===== src/rtl/sar_pkg.sv =====
// Shared types and comparator result codes for the successive-approximation search controller.
// Codes are packed as {LT, EQ, GT}.
package sar_pkg;

    typedef enum logic [1:0] {
        IDLE = 2'd0,
        TEST = 2'd1,
        DONE = 2'd2
    } state_t;

    localparam logic [2:0] CMP_LT = 3'b100;
    localparam logic [2:0] CMP_EQ = 3'b010;
    localparam logic [2:0] CMP_GT = 3'b001;

    // A comparator code is legal only when exactly one of LT/EQ/GT is asserted.
    function automatic logic cmp_legal(input logic [2:0] code);
        return (code == CMP_LT) || (code == CMP_EQ) || (code == CMP_GT);
    endfunction

endpackage


===== src/rtl/sar_search_ctrl.sv =====
// MSB-first successive-approximation search driving an external magnitude comparator.
// The trial goes out on comparator input A, and the LT/EQ/GT result comes back in the same cycle.
module sar_search_ctrl
    import sar_pkg::*;
#(
    parameter int WIDTH = 4
) (
    input  logic             clk,
    input  logic             rst,
    input  logic             start,
    input  logic             LT,
    input  logic             EQ,
    input  logic             GT,
    output logic [WIDTH-1:0] trial,
    output logic             busy,
    output logic             done,
    output logic             found,
    output logic             err,
    output logic [WIDTH-1:0] result
);

    localparam int IDX_W = (WIDTH > 1) ? $clog2(WIDTH) : 1;

    // Handshake: start is sampled only in IDLE, and any start seen in TEST or DONE is dropped.
    // done pulses for one cycle. found, err and result stay valid from then until the next accepted start.
    state_t             state_q, state_d;
    logic [WIDTH-1:0]   acc_q, acc_d;
    logic [IDX_W-1:0]   idx_q, idx_d;
    logic               found_q, found_d;
    logic               err_q, err_d;
    logic [WIDTH-1:0]   result_q, result_d;

    logic [2:0]         code;
    logic [WIDTH-1:0]   trial_w;
    logic [WIDTH-1:0]   acc_upd;

    assign code    = {LT, EQ, GT};
    assign trial_w = acc_q | (WIDTH'(1) << idx_q);

    always_ff @(posedge clk) begin
        if (rst) begin
            state_q  <= IDLE;
            acc_q    <= '0;
            idx_q    <= IDX_W'(WIDTH - 1);
            found_q  <= 1'b0;
            err_q    <= 1'b0;
            result_q <= '0;
        end else begin
            state_q  <= state_d;
            acc_q    <= acc_d;
            idx_q    <= idx_d;
            found_q  <= found_d;
            err_q    <= err_d;
            result_q <= result_d;
        end
    end

    always_comb begin
        state_d  = state_q;
        acc_d    = acc_q;
        idx_d    = idx_q;
        found_d  = found_q;
        err_d    = err_q;
        result_d = result_q;
        acc_upd  = acc_q;

        case (state_q)
            IDLE: begin
                if (start) begin
                    state_d = TEST;
                    acc_d   = '0;
                    idx_d   = IDX_W'(WIDTH - 1);
                    found_d = 1'b0;
                    err_d   = 1'b0;
                end
            end

            TEST: begin
                if (!cmp_legal(code)) begin
                    err_d    = 1'b1;
                    found_d  = 1'b0;
                    result_d = acc_q;
                    state_d  = DONE;
                end else if (code == CMP_EQ) begin
                    result_d = trial_w;
                    found_d  = 1'b1;
                    state_d  = DONE;
                end else begin
                    // LT keeps the trial bit. GT leaves it clear in the accumulator.
                    acc_upd = (code == CMP_LT) ? trial_w : acc_q;
                    acc_d   = acc_upd;
                    if (idx_q == '0) begin
                        result_d = acc_upd;
                        found_d  = 1'b0;
                        state_d  = DONE;
                    end else begin
                        idx_d = idx_q - IDX_W'(1);
                    end
                end
            end

            DONE: begin
                state_d = IDLE;
            end

            default: begin
                state_d = IDLE;
            end
        endcase
    end

    assign busy   = (state_q == TEST);
    assign done   = (state_q == DONE);
    assign trial  = busy ? trial_w : '0;
    assign found  = found_q;
    assign err    = err_q;
    assign result = result_q;

endmodule


===== config.mk =====
export PLATFORM = sky130hd
export DESIGN_NAME = sar_search_ctrl
export DESIGN_NICKNAME = d
export VERILOG_FILES = /design/src/rtl/sar_pkg.sv /design/src/rtl/sar_search_ctrl.sv
export SDC_FILE = /design/constraint.sdc
export NUM_CORES = 1
export LEC_CHECK = 0
export ABC_AREA = 1
export CAP_MARGIN = 10
export CORE_ASPECT_RATIO = 1.4
export CORE_UTILIZATION = 40
export DETAILED_ROUTE_END_ITERATION = 8
export PLACE_DENSITY = 0.66
export SLEW_MARGIN = 20
export SYNTH_ARGS = -nofsm -noshare
export SYNTH_HDL_FRONTEND = slang
export SYNTH_SLANG_ARGS = --single-unit
export TNS_END_PERCENT = 30

===== constraint.sdc =====
create_clock -name clk -period 3.3 [get_ports clk]
set_input_delay 0.33 -clock clk [delete_from_list [all_inputs] [get_ports clk]]
set_output_delay 0.33 -clock clk [all_outputs]
set_load 0.01 [all_outputs]

**Word level (Yosys, flattened, before mapping)**

Cells that the tools add are included.

- Bits in registers: 14
- Logic and storage cells: 58
- Output and inout bits: 12
- Input port bits: 6

- Bitwise gates (word level): 1
- Equal/unequal tests: 12
- Shifts and indexed selects: 1
- Muxes and demuxes: 26
- Reductions and logical operators: 11
- Add/subtract/negate cells: 1

Operator list:

| operator | count |
|---|---|
| 4-bit two-way mux | 8 |
| 2-bit two-way mux | 8 |
| 2-bit != test (second input constant) | 4 |
| 2-bit case mux with 2 select lines | 2 |
| 4-bit case mux with 2 select lines | 1 |
| 3-bit AND reduction | 2 |
| 1-bit two-way mux | 5 |
| 5-bit AND reduction | 1 |
| 2-bit logical NOT | 2 |
| 4-bit by 3-bit != test with 1-bit output (second input constant) | 1 |
| 4-bit OR | 1 |
| 1-bit case mux with 2 select lines | 2 |
| 2-bit AND reduction | 2 |
| 4-bit AND reduction | 1 |
| 1-bit by 2-bit << shifter with 4-bit output (first input constant) | 1 |
| 3-bit by 1-bit == test with 1-bit output (second input constant) | 1 |
| 3-bit by 2-bit == test with 1-bit output (second input constant) | 1 |
| 3-bit == test (second input constant) | 1 |
| 3-bit by 2-bit != test with 1-bit output (second input constant) | 1 |
| 2-bit by 1-bit == test with 1-bit output (second input constant) | 1 |
| 2-bit == test (second input constant) | 1 |
| 1-bit logical OR | 2 |
| 2-bit by 1-bit != test with 1-bit output (second input constant) | 1 |
| 2-bit nonzero test | 1 |
| 2-bit by 1-bit subtractor with 2-bit output (second input constant) | 1 |

**Longest topological paths before layout**

- Depth in word-level cells: 6
- Depth in mapped cells: 10
- Mapped depth without buffers: 10

**Worst setup path before layout**

OpenSTA, ideal clock, no wires.

- Path kind: register to register
- Start: register idx_q[0]
- End: register found_q, in the netlist found
- Arrival time: 1.134 ns
- Clock period less this slack: 1.249 ns
- Library setup time: 0.115 ns
- Slack: 2.051 ns
- Cell stages (with the launch flop): 11
- Cells stage by stage: dfxtp_1 > inv_1 > ha_1 > inv_1 > nand2_1 > inv_2 > nand2_4 > nand2_4 > nand3_2 > nand2_1 > nor2_1

- Longest elaborated chain between the ends: 3

Ends and longest elaborated chain:

| what | line | text |
|---|---|---|
| start, declared | sar_search_ctrl.sv:28 | `logic [IDX_W-1:0] idx_q, idx_d;` |
| start signal, assigned | sar_search_ctrl.sv:44 | `idx_q <= IDX_W'(WIDTH - 1);` |
| start signal, assigned | sar_search_ctrl.sv:51 | `idx_q <= idx_d;` |
| 2-bit logical NOT | sar_search_ctrl.sv:92 | `if (idx_q == '0) begin` |
| 4-bit by 3-bit != test with 1-bit output (no line) | n/a |  |
| 3-bit AND reduction (no line) | n/a |  |
| end signal, assigned | sar_search_ctrl.sv:52 | `found_q <= found_d;` |
| end, declared | sar_search_ctrl.sv:29 | `logic found_q, found_d;` |

Every way passes these cells.
A chain may end at the register's enable or synchronous reset.

**Final worst setup path**

- Start: register idx_q[0]
- End: output trial[0]

- Longest elaborated chain between the ends: 3

Ends and longest elaborated chain:

| what | line | text |
|---|---|---|
| 1-bit by 2-bit << shifter with 4-bit output | sar_search_ctrl.sv:38 | `assign trial_w = acc_q \| (WIDTH'(1) << idx_q);` |
| 4-bit OR | sar_search_ctrl.sv:38 |  |
| 4-bit two-way mux | sar_search_ctrl.sv:114 | `assign trial = busy ? trial_w : '0;` |
| end, declared | sar_search_ctrl.sv:14 | `output logic [WIDTH-1:0] trial,` |

Every way passes these cells.

==> metrics <==
Avg Synthesized Cell Area=7.52 sq um; CP Buf/Inv Count=3; CTS resizes=0; setup TNS=0 ps; CTS tree=built; most used cell, CP=inv_1; power per cell area=roughly 370 mW/mm^2; most frequent cells in the layout=17 x clkdlybuf4s50_1, 16 x nor2_1, 15 x nand2_1; Final Hold Slack=between 400 and 500 ps; R2R setup slack=1880 ps; CTS sink count=14; yosys warns=0; antenna-violating nets left=0; placed cell area=985 sq um; core area=0.00180 sq mm; sequential cell area=~280 sq um; Period minus WS final=2030 ps; Tot GR Track Use=20.5%; Die Width=39.5 um; fillers=186; maximum VDD drop=0.195 mV; MaxCap Viol Count=0; Pleak=0.451 nW; # DRC=0; wire per inst=between 10 and 15 um; dpl hpwl=between 1000 and 1500 um; number of port buffers=17; dpl ws=1570 ps; Unique masters post-synth=18; Critical Path RT=between 2000 and 3000 ps; H-tree levels=1; Iteration-0 DRC Markers=14; Placer Congestion=0.845; hold crit path type=flop to flop; layout cells sized above 1=approximately 17%; register area share after synthesis=35.5%; I/O pins=18; synthesized cell area=roughly 790 sq um; antenna diode count=0; Setup violations, final=0; cts bufs inserted=3; Clk pin slew, worst setup/hold paths=80 ps; Max Slew Vio Count=0; #FFs+latches synth=14; multi-input logic area=445 sq um; Die Y=~55 um; routed vias/inst=roughly 5.1; commonest non-fill, non-tap cell in the layout=clkdlybuf4s50_1; unrepaired setup endpoints after global routing=false; Critical Path AT=roughly 1700 ps; Rel. slew slack=between 80% and 90%; cell chosen for the clock root=clkbuf_4; post-route cell area=between 0.001 and 0.0015 sq mm; startpoint types=flop; # rows=18; CTS Buffer Depth=2; CP Max Fanout=5; remaining global-route overflow=0; die area=around 0.0022 sq mm; CP Depth=5; antenna violations before repair=0; Final nets=between 100 and 150; Clk Latency, worst-skew pair=280 ps; Worst Tran Pin Value=269 ps; worst r2r path cells=10; Setup Buffers After CTS=0; Crit Path Class=flop to output port; status=complete, no violations; CP top delay family=buffers and inverters; critical-path cell list=inv_1, ha_1, inv_1, a21oi_1, clkdlybuf4s50_1; Post-Syn Instances=105; highest clock rate=0.491 GHz; hold_buf cts=0; Reg-to-Reg End=found$_SDFFE_PP0P_; Crit-path slowest cell=clkdlybuf4s50_1; crit end category=output port; Pwr Total=0.000374 W; hold violation count in the final report=0; post-synthesis net count=115; R2R Path Start=idx_q[0]$_SDFFE_PP1P_; Vias=~740; fin crit share=61.7%; Initial Util=43.8%; first-pass GRT wire length=2870 um; Worst Skew=1.32 ps; drt pass-1 iters=4; end of the critical path=trial[0]; vias in the first global route=676; Final WS setup=1270 ps; largest net degree at the start of global routing=9; CP peak stage delay=550 ps; Post-Route WL=about 1700 um; crit path from=idx_q[0]$_SDFFE_PP1P_; synthesis-to-finish area growth=27.6%
==> per-layer routing <==
metal  up-vias  wire [um]  track usage (%)
met1       342        734             22.1
met5         -          0                0
met4         0         48             12.1
met2        13        905             35.0
li1        376          -                -
met3         5         51             4.88
==> logic make-up (layout without fill, tap and decap cells) <==
logic type / after synthesis / after routing / synth area share, %
AND/OR/NAND/NOR: 54 / 54 / 38.0
adder cells (fa/ha/maj): 4 / 4 / 6.34
buffers and inverters: 17 / 37 / 8.08
flip-flops: 14 / 14 / 35.5
AO/OA/AOI/OAI: 16 / 16 / 12.0
==> cells in the mapped netlist <==
cell type	count	area share, %
inv_2	4	1.9
a21oi_1	10	6.3
inv_1	13	6.2
nor2_1	16	7.6
nand3_2	3	3.8
ha_1	4	6.3
nand4_1	2	1.6
nand3_4	1	2.2
nand3_1	9	5.7
nand3b_4	1	2.5
nand2_2	4	3.2
o21ai_0	4	2.5
nand2_1	15	7.1
dfxtp_1	14	35
nor2_4	1	1.4
o21ai_4	1	2.1
a21oi_2	1	1.1
nand2_4	2	2.9
==> sequential cells by signal, indices dropped and copies added (netlist names) <==
signal,cells
idx_q,2
err,1
result,4
state_q,2
acc_q,4
found,1
==> where the power goes <==
part	switching [W]	leakage [nW]	internal [W]
Sequential	0.00000635	0.114	0.000177
Combinational	0.0000540	0.323	0.0000404
Clock	0.0000539	0.0138	0.0000424
==> per-stage QoR <==
stage                     cells  util, %
final                       145     55.9
after global routing        145     55.9
after CTS                   145     55.9
after detailed placement    142     54.7
after global placement      142     54.7
after floorplan             105        -
==> area by class of cell <==
class / instances / share of cell area, %
tap: 20 / 2.48
sequential: 14 / 27.8
inverter: 17 / 6.34
clock buffer: 3 / 2.24
timing repair buffer: 17 / 16.9
multi-input combinational: 74 / 44.2
==> worst min-delay path, cell delays in order (launching register included) <==
cell	delay, ps
dfxtp_1	320
nand2_1	60
a21oi_1	50
==> how the worst min path moves through the flow <==
stage,from,endpoint,cells past startpoint
finish,result[3]$_SDFFE_PP0P_,result[3]$_SDFFE_PP0P_,2
global route,result[1]$_SDFFE_PP0P_,result[1]$_SDFFE_PP0P_,2
CTS,result[3]$_SDFFE_PP0P_,result[3]$_SDFFE_PP0P_,2
detailed placement,result[1]$_SDFFE_PP0P_,result[1]$_SDFFE_PP0P_,2
global placement,result[3]$_SDFFE_PP0P_,result[3]$_SDFFE_PP0P_,2
floorplan,rst,err$_SDFFE_PP0P_,1
(Power assumes the default switching activity.)
==> RTL edit 1: new RTL, config.mk and constraints unchanged <==
Set the parameter `WIDTH` to 8 (it was 4).
--- a/src/rtl/sar_search_ctrl.sv
+++ b/src/rtl/sar_search_ctrl.sv
@@ -3,7 +3,7 @@
 module sar_search_ctrl
     import sar_pkg::*;
 #(
-    parameter int WIDTH = 4
+    parameter int WIDTH = 8
 ) (
     input  logic             clk,
     input  logic             rst,
Interface: changed (resized result and trial); port bits go from 18 to 26. No check against the original RTL was run, so the function may have changed too.
==> RTL edit 1 against the unedited design <==
Routed wire length up 57%; setup slack worse by 120 ps; final area up 52%; cell count up 63%; total power up 52%; clock skew up 1.5 ps; sequential cell count up 9; sequential power up 61%; synthesized cell count up 65%; synthesized area up 54%; highest routed layer unchanged.
==> RTL edit 1: results (changes against the unedited design) <==
Power and ir drop
  – VDD IR max: 0.000253 V (+30%)
  – Leakage power: 0.724 nW (+61%)

Placement
  – Routability congestion estimate: 0.804 (-4.9%)
  – Placed insts: 232 (+63%)
  – Number of port buffers: 25 (+8)
  – Pre-CTS setup slack: 1420 ps (-151 ps)
  – Placed instance area: 1490 um2 (+51%)
  – DP Wirelength: 2.12 mm (+52%)

GRT
  – Largest net degree at the start of global routing: 14 (+5)
  – Vias in the first global route: 1,074 (+59%)
  – GR Util All Layers: 0.183 (-0.0222)
  – First-pass GRT wire length: 4.67 mm (+63%)

Drt
  – Number of DRC markers in iteration 0: 49 (+35)
  – Drt first pass iters: 4 (unchanged)
  – Total Wirelength: 2.73 mm (+57%)
  – DR vias/cell: 4.81 (-5.2%)
  – WL/cell: 11.5 um (-3.8%)

Clock tree
  – Clk_lat worst skew: 260 ps (-20 ps)
  – CTS Buf Count: 3 (unchanged)
  – Clock buffer depth: 2 (unchanged)
  – CTS root buffer: clkbuf_8
  – Post-cts sizing count: 0 (unchanged)
  – Post CTS Setup Buffer Count: 0 (unchanged)

Min path
  – Hold Crit Class: reg -> reg
  – Hold path cells: 2 (unchanged)
  – Hold Startpoint: result[1]
  – WHS Endpoint: result[1]

Worst setup path
  – R2r endpoint: idx_q[0]
  – Critical Path AT: 1830 ps (+130 ps)
  – Max FO, Critical Path: 11 (+6)
  – Critical path startpoint: state_q[1]
  – Reg2Reg Depth: 8 (-2)
  – Internal reg-to-reg setup slack: 1690 ps (-190 ps)
  – CP peak stage delay: 590 ps (+40 ps)

Final layout
  – Fill count: 295 (+59%)
  – Post-layout nets: 211 (+54%)
  – Layout cell share with drive strength beyond 1: 0.0955 (-0.0725)

Synth
  – Syn_area_per_cell: 7.04 um2 (-6.3%)
  – Distinct cell type count after synthesis: 17 (-1)
  – FF+latch count, synth: 23 (+9)
  – Post-synth top cells: nand2_1 (33), inv_1 (30), dfxtp_1 (23)
  – Area contributors post-synth: dfxtp_1 (38%), nand2_1 (10%), inv_1 (9.2%)
  – Top_reg_cell synth: dfxtp_1
  – Yosys Warn Count: 0 (unchanged)
  – Syn nets: 184 (+60%)
  – Register area share after synthesis: 0.378 (+0.0228)

Outcome
  – Status: completed

STA
  – Worst Max-Slew Pin Slew: 513 ps (+244 ps)
  – Final clock skew: 2.84 ps (+1.53 ps)
  – Hold slack: 465 ps (-1.99 ps)
## RTL edit 1: where the power goes
part           switching (mW)  leakage, nW  total [mW]  internal [mW]
Combinational          0.0643        0.515       0.106         0.0420
Sequential            0.00731        0.187       0.294          0.287
Clock                  0.0833       0.0228       0.169         0.0860
Total                   0.155        0.724       0.570          0.415
## RTL edit 1: logic make-up after synthesis
group / count (synthesis) / synth area share
buffers and inverters: 34 / 0.117
AOI/OAI and AO/OA: 31 / 0.140
adders and majority gates: 5 / 0.0513
DFF: 23 / 0.378
and+or+nand+nor: 80 / 0.314
## RTL edit 1: tightest hold or removal path, delay by kind of cell (launching register included)
kind,cells,cell delay (ps)
AO/OA/AOI/OAI,1,40
flip-flops,1,320
AND/OR/NAND/NOR,1,60
## RTL edit 1: routing by layer
layer	vias up	global-route usage	part of all wire
li1	595	-	-
met1	510	0.210	0.44
met2	29	0.351	0.52
met3	2	0.0203	0.033
met4	0	0.0588	0.0070
met5	-	0	0
## RTL edit 1: how the worst max path moves through the flow
stage               slack (ps)         to  cells after the start
finish                    1140       busy                      4
global route              1050       busy                      4
CTS                       1120       busy                      4
detailed placement        1420   acc_q[7]                      4
global placement          1410       busy                      4
floorplan                 1910  result[7]                     11
## RTL edit 1: final cells by class
type,count,area [um2],share of cell area
Tap cell,37,46.3,0.0302
Clock buffer,4,45.0,0.0294
Timing Repair Buffer,25,250,0.163
Multi-Input combinational cell,116,616,0.401
Sequential cell,23,460,0.300
Inverter,31,116,0.0759
==> RTL edit 2: new RTL, same flow settings <==
Without the edit above. Register the outputs `trial` and `done`, cleared by the reset; this adds one clock of latency there. The other outputs are not delayed to match. Comments in the files are not updated.
--- a/src/rtl/sar_search_ctrl.sv
+++ b/src/rtl/sar_search_ctrl.sv
@@ -110,8 +110,15 @@
     end
 
     assign busy   = (state_q == TEST);
-    assign done   = (state_q == DONE);
-    assign trial  = busy ? trial_w : '0;
+    always_ff @(posedge clk) begin
+        if (rst) begin
+            trial <= '0;
+            done  <= '0;
+        end else begin
+            trial <= busy ? trial_w : '0;
+            done  <= (state_q == DONE);
+        end
+    end
     assign found  = found_q;
     assign err    = err_q;
     assign result = result_q;
Function: changed (a bounded check fails within 4 cycles, from zero or initial values and one cycle with rst high).
==> RTL edit 2 against the unedited design <==
Sequential cell count is 5 higher; die area is 8.2% higher; register-to-register slack lost 90 ps; routed wire length is 4.3% lower; final area grew 6.1%; total power rose by 21%; setup slack improved by 140 ps; synthesized area increased by 8.6%; largest cell class unchanged.
==> RTL edit 2: results (changes against the unedited design) <==
Power and ir drop
  – Clk network pwr share: 0.253 (-0.004)
  – VDD IR max: 0.000226 V (+16%)
  – Power Combinational: 0.0892 mW (-5.5%)
  – Leakage power: 0.488 nW (+8.1%)
  – Sw Pwr: 0.123 mW (+8.0%)

Synth
  – Post-synth top cells: inv_1 (20), nand2_1 (20), dfxtp_1 (19)
  – Syn nets: 126 (+9.6%)
  – Distinct cell type count after synthesis: 17 (-1)
  – Area contributors post-synth: dfxtp_1 (44%), inv_1 (8.8%), nand2_1 (8.8%)

GRT
  – Largest net degree at the start of global routing: 12 (+3)
  – GR Util All Layers: 0.171 (-0.0333)
  – Vias in the first global route: 727 (+7.5%)

Drt
  – DR vias/cell: 4.86 (-4.3%)
  – WL/cell: 10.6 um (-12%)
  – Number of DRC markers in iteration 0: 7 (-7)

Worst setup path
  – Critical Path AT: 1570 ps (-130 ps)
  – CP peak stage delay: 570 ps (+20 ps)
  – Max FO, Critical Path: 6 (+1)
  – Critical path startpoint: state_q[1]
  – Critical Path End: busy
  – Internal reg-to-reg setup slack: 1790 ps (-90 ps)

Min path
  – Hold Startpoint: state_q[0]

Clock tree
  – CTS Buf Count: 3 (unchanged)
  – Clock slew at reported path FFs: 100 ps (+20 ps)

Final layout
  – # diodes: 0 (unchanged)
  – Layout cell share with drive strength beyond 1: 0.0809 (-0.0871)
  – Fill count: 212 (+14%)
  – Post-layout nets: 147 (+7.3%)

STA
  – Final clock skew: 2.33 ps (+1.01 ps)
  – Slew Limit Headroom: 0.793 (-0.0271)

Outcome
  – Status: completed

Placement
  – DP Wirelength: 1.32 mm (-5.4%)
  – Routability congestion estimate: 0.752 (-11%)
## RTL edit 2: changes by cell type after synthesis, sizes merged
cell | before | now
clkinv | 0 | 1
inv | 17 | 20
nand2 | 21 | 22
buf | 0 | 1
nand4 | 2 | 0
o21ai | 5 | 11
nor3 | 0 | 1
a21oi | 11 | 10
nand3 | 13 | 9
dfxtp | 14 | 19
## RTL edit 2: metrics by stage
stage                     instance area (um2)  utilization  power [mW]  cells  setup slack, ps
after floorplan                           857            -       0.309    116             1990
after global placement                   1040        0.522       0.342    153             1590
after detailed placement                 1040        0.522       0.343    153             1580
after CTS                                1070        0.535       0.455    157             1400
after global routing                     1070        0.535       0.478    157             1330
final                                    1070        0.535       0.451    157             1400
## RTL edit 2: layout make-up
cell class              instances  share of cell area
multi-input cells              75               0.362
flip-flops and latches         19               0.356
repair buffers                 17               0.159
inverters                      21              0.0738
clock buffers                   4              0.0246
well taps                      21              0.0246
## RTL edit 2: cell families (layout without fill, tap and decap cells)
| family | after synthesis | count (layout) | synth area share |
|---|---|---|---|
| AND/OR/NAND/NOR | 50 | 50 | 0.261 |
| buffers and inverters | 22 | 42 | 0.105 |
| AO/OA/AOI/OAI | 21 | 21 | 0.131 |
| flip-flops | 19 | 19 | 0.444 |
| adder cells (fa/ha/maj) | 4 | 4 | 0.0584 |
## RTL edit 2: worst min-delay path by stage
| stage | to | cells past startpoint |
|---|---|---|
| floorplan | state_q[0] | 1 |
| detailed placement | done | 1 |
| global route | done | 1 |
| finish | done | 1 |
| CTS | done | 1 |
| global placement | done | 1 |
## RTL edit 2: metal layers
metal | up-vias | GRT usage | share of wire
met4 | 0 | 0.0691 | 0.019
met2 | 14 | 0.295 | 0.54
met1 | 342 | 0.196 | 0.41
met5 | - | 0 | 0
li1 | 402 | - | -
met3 | 5 | 0.0237 | 0.026
